[src/rtl/reg_file_pkg.sv]
// -----------------------------------------------------------------------------
// reg_file_pkg
// Shared definitions for the parametrised register file.
//   - state_e        : clear-sequencer state (IDLE / SWEEP)
//   - DEFAULT_WIDTH  : default entry width (legacy 8x8 register file)
//   - DEFAULT_DEPTH  : default entry count
// -----------------------------------------------------------------------------
package reg_file_pkg;

  typedef enum logic {
    IDLE  = 1'b0,
    SWEEP = 1'b1
  } state_e;

  localparam int DEFAULT_WIDTH = 8;
  localparam int DEFAULT_DEPTH = 8;

endpackage : reg_file_pkg

[src/rtl/reg_file_clear_seq.sv]
// -----------------------------------------------------------------------------
// reg_file_clear_seq
// Clear-sweep sequencer for reg_file_param. When the sweep starts, it walks
// a pointer from 0 up to DEPTH-1, one entry per clock. While the sweep runs,
// any user write is rejected, and that rejection is flagged on drop.
//
// Ports:
//   clk       in   clock, rising edge
//   reset     in   synchronous, active-high
//   clear     in   request a sweep (only honoured in IDLE)
//   write     in   user write enable (used only to detect dropped writes)
//   busy      out  sweep in progress (state == SWEEP)
//   sweep_we  out  zero storage entry [ptr] at the next edge
//   ptr       out  current sweep position
//   drop      out  registered one-cycle pulse: a write was rejected
// -----------------------------------------------------------------------------
module reg_file_clear_seq
  import reg_file_pkg::*;
#(
  parameter  int DEPTH = DEFAULT_DEPTH,
  localparam int AW    = $clog2(DEPTH)
) (
  input  logic          clk,
  input  logic          reset,
  input  logic          clear,
  input  logic          write,
  output logic          busy,
  output logic          sweep_we,
  output logic [AW-1:0] ptr,
  output logic          drop
);

  localparam logic [AW-1:0] PTR_ZERO = AW'(32'd0);
  localparam logic [AW-1:0] PTR_ONE  = AW'(32'd1);
  localparam logic [AW-1:0] PTR_LAST = AW'(DEPTH - 1);

  state_e        state_q, state_d;
  logic [AW-1:0] ptr_q,   ptr_d;
  logic          drop_q,  drop_d;

  // Next-state logic for the sequencer: start, advance and end of the sweep.
  always_comb begin
    state_d = state_q;
    ptr_d   = ptr_q;
    drop_d  = 1'b0;
    case (state_q)
      IDLE: begin
        if (clear) begin
          state_d = SWEEP;
          ptr_d   = PTR_ZERO;
        end else begin
          state_d = IDLE;
          ptr_d   = ptr_q;
        end
      end
      SWEEP: begin
        // A write that arrives during the sweep is lost. Flag it. CLEAR is
        // ignored here, so a second request never extends the sweep.
        drop_d = write;
        if (ptr_q == PTR_LAST) begin
          // This edge zeroes the last entry. Return to IDLE with the pointer
          // parked at 0 instead of letting it wrap.
          state_d = IDLE;
          ptr_d   = PTR_ZERO;
        end else begin
          state_d = SWEEP;
          ptr_d   = ptr_q + PTR_ONE;
        end
      end
      default: begin
        state_d = IDLE;
        ptr_d   = PTR_ZERO;
      end
    endcase
  end

  // Sequencer state registers. Reset has priority over everything.
  always_ff @(posedge clk) begin
    if (reset) begin
      state_q <= IDLE;
      ptr_q   <= PTR_ZERO;
      drop_q  <= 1'b0;
    end else begin
      state_q <= state_d;
      ptr_q   <= ptr_d;
      drop_q  <= drop_d;
    end
  end

  assign busy     = (state_q == SWEEP);
  assign sweep_we = (state_q == SWEEP);
  assign ptr      = ptr_q;
  assign drop     = drop_q;

endmodule : reg_file_clear_seq

[src/rtl/reg_file_param.sv]
// -----------------------------------------------------------------------------
// reg_file_param
// WIDTH x DEPTH register file. It has one synchronous write port, two
// combinational read ports and a sequential clear sweep. With WIDTH=8 and
// DEPTH=8 it is a drop-in replacement for the legacy CPU register file.
//
// Optional feature: define REGFILE_BYPASS_EN to forward IN straight to a read
// port in the cycle that writes the same address. Without it, new data
// appears only after the write edge.
//
// Ports:
//   CLK          in   clock, all state changes on the rising edge
//   RESET        in   synchronous, active-high; clears all entries
//   IN           in   write data
//   INADDRESS    in   write address
//   WRITE        in   write enable (ignored while BUSY)
//   OUT1ADDRESS  in   read port 1 address
//   OUT2ADDRESS  in   read port 2 address
//   OUT1, OUT2   out  read data (combinational)
//   CLEAR        in   start a clear sweep (DEPTH cycles)
//   BUSY         out  clear sweep in progress
//   DROP         out  registered one-cycle pulse: a write was rejected
// -----------------------------------------------------------------------------
module reg_file_param
  import reg_file_pkg::*;
#(
  parameter  int WIDTH = DEFAULT_WIDTH,
  parameter  int DEPTH = DEFAULT_DEPTH,
  localparam int AW    = $clog2(DEPTH)
) (
  input  logic             CLK,
  input  logic             RESET,
  input  logic [WIDTH-1:0] IN,
  input  logic [AW-1:0]    INADDRESS,
  input  logic             WRITE,
  input  logic [AW-1:0]    OUT1ADDRESS,
  input  logic [AW-1:0]    OUT2ADDRESS,
  output logic [WIDTH-1:0] OUT1,
  output logic [WIDTH-1:0] OUT2,
  input  logic             CLEAR,
  output logic             BUSY,
  output logic             DROP
);

  logic             busy_s;
  logic             sweep_we_s;
  logic [AW-1:0]    sweep_ptr_s;
  logic [WIDTH-1:0] mem_q [DEPTH];
  logic [WIDTH-1:0] mem_d [DEPTH];

  reg_file_clear_seq #(
    .DEPTH (DEPTH)
  ) u_clear_seq (
    .clk      (CLK),
    .reset    (RESET),
    .clear    (CLEAR),
    .write    (WRITE),
    .busy     (busy_s),
    .sweep_we (sweep_we_s),
    .ptr      (sweep_ptr_s),
    .drop     (DROP)
  );

  assign BUSY = busy_s;

  // Next contents of each entry. The sweep wins over a user write. User
  // writes are blocked for the whole sweep, not only at the swept entry.
  always_comb begin
    for (int i = 0; i < DEPTH; i++) begin
      if (sweep_we_s && (sweep_ptr_s == AW'(i))) begin
        mem_d[i] = {WIDTH{1'b0}};
      end else if (WRITE && !busy_s && (INADDRESS == AW'(i))) begin
        mem_d[i] = IN;
      end else begin
        mem_d[i] = mem_q[i];
      end
    end
  end

  // Storage array. RESET zeroes every entry and overrides any write or sweep.
  always_ff @(posedge CLK) begin
    if (RESET) begin
      for (int i = 0; i < DEPTH; i++) begin
        mem_q[i] <= {WIDTH{1'b0}};
      end
    end else begin
      for (int i = 0; i < DEPTH; i++) begin
        mem_q[i] <= mem_d[i];
      end
    end
  end

`ifdef REGFILE_BYPASS_EN
  logic fwd_en_s;

  // Forward only a write that will actually commit at the next edge.
  assign fwd_en_s = WRITE && !busy_s && !RESET;

  // Read ports with same-cycle forwarding. Each port forwards on its own.
  always_comb begin
    if (fwd_en_s && (INADDRESS == OUT1ADDRESS)) begin
      OUT1 = IN;
    end else begin
      OUT1 = mem_q[OUT1ADDRESS];
    end
    if (fwd_en_s && (INADDRESS == OUT2ADDRESS)) begin
      OUT2 = IN;
    end else begin
      OUT2 = mem_q[OUT2ADDRESS];
    end
  end
`else
  // Read ports return stored contents only (legacy timing).
  always_comb begin
    OUT1 = mem_q[OUT1ADDRESS];
    OUT2 = mem_q[OUT2ADDRESS];
  end
`endif

endmodule : reg_file_param

[config.mk]
export PLATFORM = sky130hd
export DESIGN_NAME = reg_file_param
export DESIGN_NICKNAME = d
export VERILOG_FILES = /design/src/rtl/reg_file_pkg.sv /design/src/rtl/reg_file_clear_seq.sv /design/src/rtl/reg_file_param.sv
export SDC_FILE = /design/constraint.sdc
export NUM_CORES = 1
export LEC_CHECK = 0
export BUFFER_PORTS_ARGS = -buffer_cell sky130_fd_sc_hd__buf_2
export CAP_MARGIN = 10
export CORE_MARGIN = 5
export CORE_UTILIZATION = 45
export DETAILED_ROUTE_END_ITERATION = 12
export GPL_ROUTABILITY_DRIVEN = 0
export PLACE_DENSITY = 0.6
export SETUP_SLACK_MARGIN = 0.02
export SLEW_MARGIN = 25
export SYNTH_ARGS = -nofsm -noshare
export SYNTH_HDL_FRONTEND = slang
export SYNTH_SLANG_ARGS = --single-unit
[constraint.sdc]
create_clock -name CLK -period 2.1 [get_ports CLK]
set_clock_uncertainty 0.05 [all_clocks]
set_input_delay 0.315 -clock CLK [delete_from_list [all_inputs] [get_ports CLK]]
set_output_delay 0.315 -clock CLK [all_outputs]
set_load 0.02 [all_outputs]
==> out/metrics.cfg <==
[timing]
maxSlewHeadroom_pct = 72.20
rsz0062_at_grt = yes
tightest_slew_ns = 0.4170
period_share_pct = 97.24
fmax_ghz = 0.4897
setup-tns-final_ns = 0
period_minus_slack_ns = 2.042
drv_slew = 0
setup_viol = 0
final-hold-violation-count = 0

[synthesis]
synth-main-ff-cell = edfxtp_1
synth-seq-cells = 69
synthArstFlopShare_pct = 0
yosysSeqAreaShare_pct = 53.16
synth_top_cells_by_area = edfxtp_1 (51%), mux4_2 (19%), and2_1 (11%)
netlist_area_um2 = 3804
synth_largest_area_cell = edfxtp_1
postSynthAreaPerCell_um2 = 15.53
yosys.cell_types.count = 29
synthDominantCellAreaShare_pct = 50.53
yosys-top-cells-count = and2_1 (64), edfxtp_1 (64), mux4_2 (32)
synth_edf_count = 64
syn_inst = 245
synth_fp_nets = 272
yosys_warnings = 0

[clocking]
clkTransAtPathRegs_ns = 0.07
cts.sink_count = 69
cts_inserted_buffers = 9
cts_buffer_depth = 2
clock_latency_ns = 0.33
post_cts_buffers = 0
cts_hold_buf = 0
cts_tree = done
h-tree-depth = 3
ctsResizeCount = 4
cts-root-buf = clkbuf_8

[critical_path]
crit_path_end_kind = output port
cp_max_fo = 2
start_kind = flop
arrival_ns = 1.68
regToRegSetupSlack_ns = 0.30
r2r_start = u_clear_seq.ptr[0]
reg2reg_to = mem_q[4][4]
critPathKind = reg2out
required_ns = 1.74
r2r_cells = 6

[pwr]
pwr_density_cell_nw_per_um2 = 719.7
power_mw = 3.281
peakVddDrop_uv = 334.2
pwr-share-seq_pct = 49.3
p_sw_share_pct = 23.63
switchingPower_uw = 775.5
p_clk_share_pct = 34.7
leakage_nw = 1.735
p_comb_share_pct = 16.0
p_int_mw = 2.506

[floorplan]
coreArea_um2 = 8217
ioPinCount = 39
die_x_um = 101.9
start_util_pct = 46.29
die_h_um = 101.9
dieArea_um2 = 10390
placementRows = 33

[layout]
finalNetCount = 332
fin_util_pct = 55.49
n_antenna_cell = 0
synthToLayoutAreaGrowth_pct = 19.87
drive_gt1_share_pct = 41.29
final_cells = 415

[hold_path]
hp-start = WRITE
holdPathStages = 3
hold_path_class = in2reg
hold_end = u_clear_seq.drop

[global_route]
gr-usage-all-layers_pct = 18.63
overflow = 0
antenna_found_initial = 0
grt_pass1_vias = 2385
grt_pass1_wl_mm = 13.84
grt_max_degree = 16

[run_status]
status = finished, final reports clean

[detailed_routing]
post_drt_wl_per_cell_um = 21.75
drc = 0
via_per_inst = 5.504
vias = 2284
wirelength_mm = 9.026
drt_first_pass_iters = 4
ant_nets = 0
drt_iter0_drc = 133

[placement]
place_inst = 399
io_buffer_count = 38
hpwl_mm = 6.631

[run]
cap_violations = 0

area by class of cell:
cell class / instances / area, um^2
Inverter: 3 / 11.26
Fill cell: 670 / 3657
Multi-Input combinational cell: 160 / 1717
Tap cell: 105 / 131.4
Clock inverter: 4 / 72.57
Sequential cell: 69 / 2022
Clock buffer: 12 / 135.1
Timing Repair Buffer: 62 / 470.5
power groups by stage:
stage	sequential [mW]	clock [mW]	combinational (mW)
3_5_place_dp	1.65	0	0.508
6_report	1.62	1.14	0.525
4_1_cts	1.62	1.17	0.516
3_3_place_gp	1.65	0	0.502
5_1_grt	1.62	1.22	0.562
2_1_floorplan	1.63	0	0.318
sequential cells by signal, summed over array words and instances (netlist names):
signal,cells
mem_q,64
u_clear_seq.busy,1
u_clear_seq.drop,1
u_clear_seq.ptr,3
layer usage:
layer,track usage (%),vias up,part of all wire [%]
li1,-,1063,-
met1,24.58,1152,41
met2,31.79,61,52
met3,2.799,8,6.0
met4,6.256,0,1.1
met5,0,-,0
layout by cell type, fill, tap and decap left out, types with 3 or more instances in the layout:
cell type,instances
buf_12,6
a31oi_1,3
ha_1,6
buf_4,23
buf_2,31
a2111oi_4,3
nor3b_2,3
o21ai_0,4
nor2_1,6
clkbuf_1,3
mux2_2,10
inv_1,3
and2_1,64
nand2b_1,3
dfxtp_1,5
mux4_2,32
o21ai_1,4
mux2_4,6
clkbuf_8,9
edfxtp_1,64
a21oi_1,6
cells by family (layout without fill, tap and decap cells):
logic type	count (synthesis)	in the layout	share of synthesized area, %
flops	69	69	53.16
mux	48	48	23.68
compound gates	22	22	4.934
buf+inv	16	81	2.302
simple gates	84	84	13.95
fa+ha+maj	6	6	1.974
worst max-delay path: stages (launching register included):
cell      delay (ns)
edfxtp_1        0.42
mux4_2          0.49
mux2_4          0.27
buf_4           0.16
worst max-delay path by stage:
stage	start	to	slack, ns	cells after the start
2_1_floorplan	OUT1ADDRESS[0]	OUT1[0]	0.20	4
3_3_place_gp	OUT1ADDRESS[0]	OUT1[7]	0.11	5
3_5_place_dp	OUT1ADDRESS[0]	OUT1[7]	0.11	5
4_1_cts	mem_q[2][4]	OUT2[4]	0.02	3
5_1_grt	mem_q[2][4]	OUT2[4]	0.02	3
6_report	mem_q[7][6]	OUT2[6]	0.06	3
per-stage QoR:
stage | cell area (um^2) | setup WS [ns] | hold WS, ns
global route | 4559 | 0.01599 | 0.1889
floorplan | 3804 | 0.1995 | 0.3877
CTS | 4524 | 0.01614 | 0.1516
finish | 4559 | 0.05794 | 0.1699
detailed placement | 4304 | 0.1074 | 0.5263
global placement | 4304 | 0.1139 | 0.5162
(Power assumes the default switching activity.)
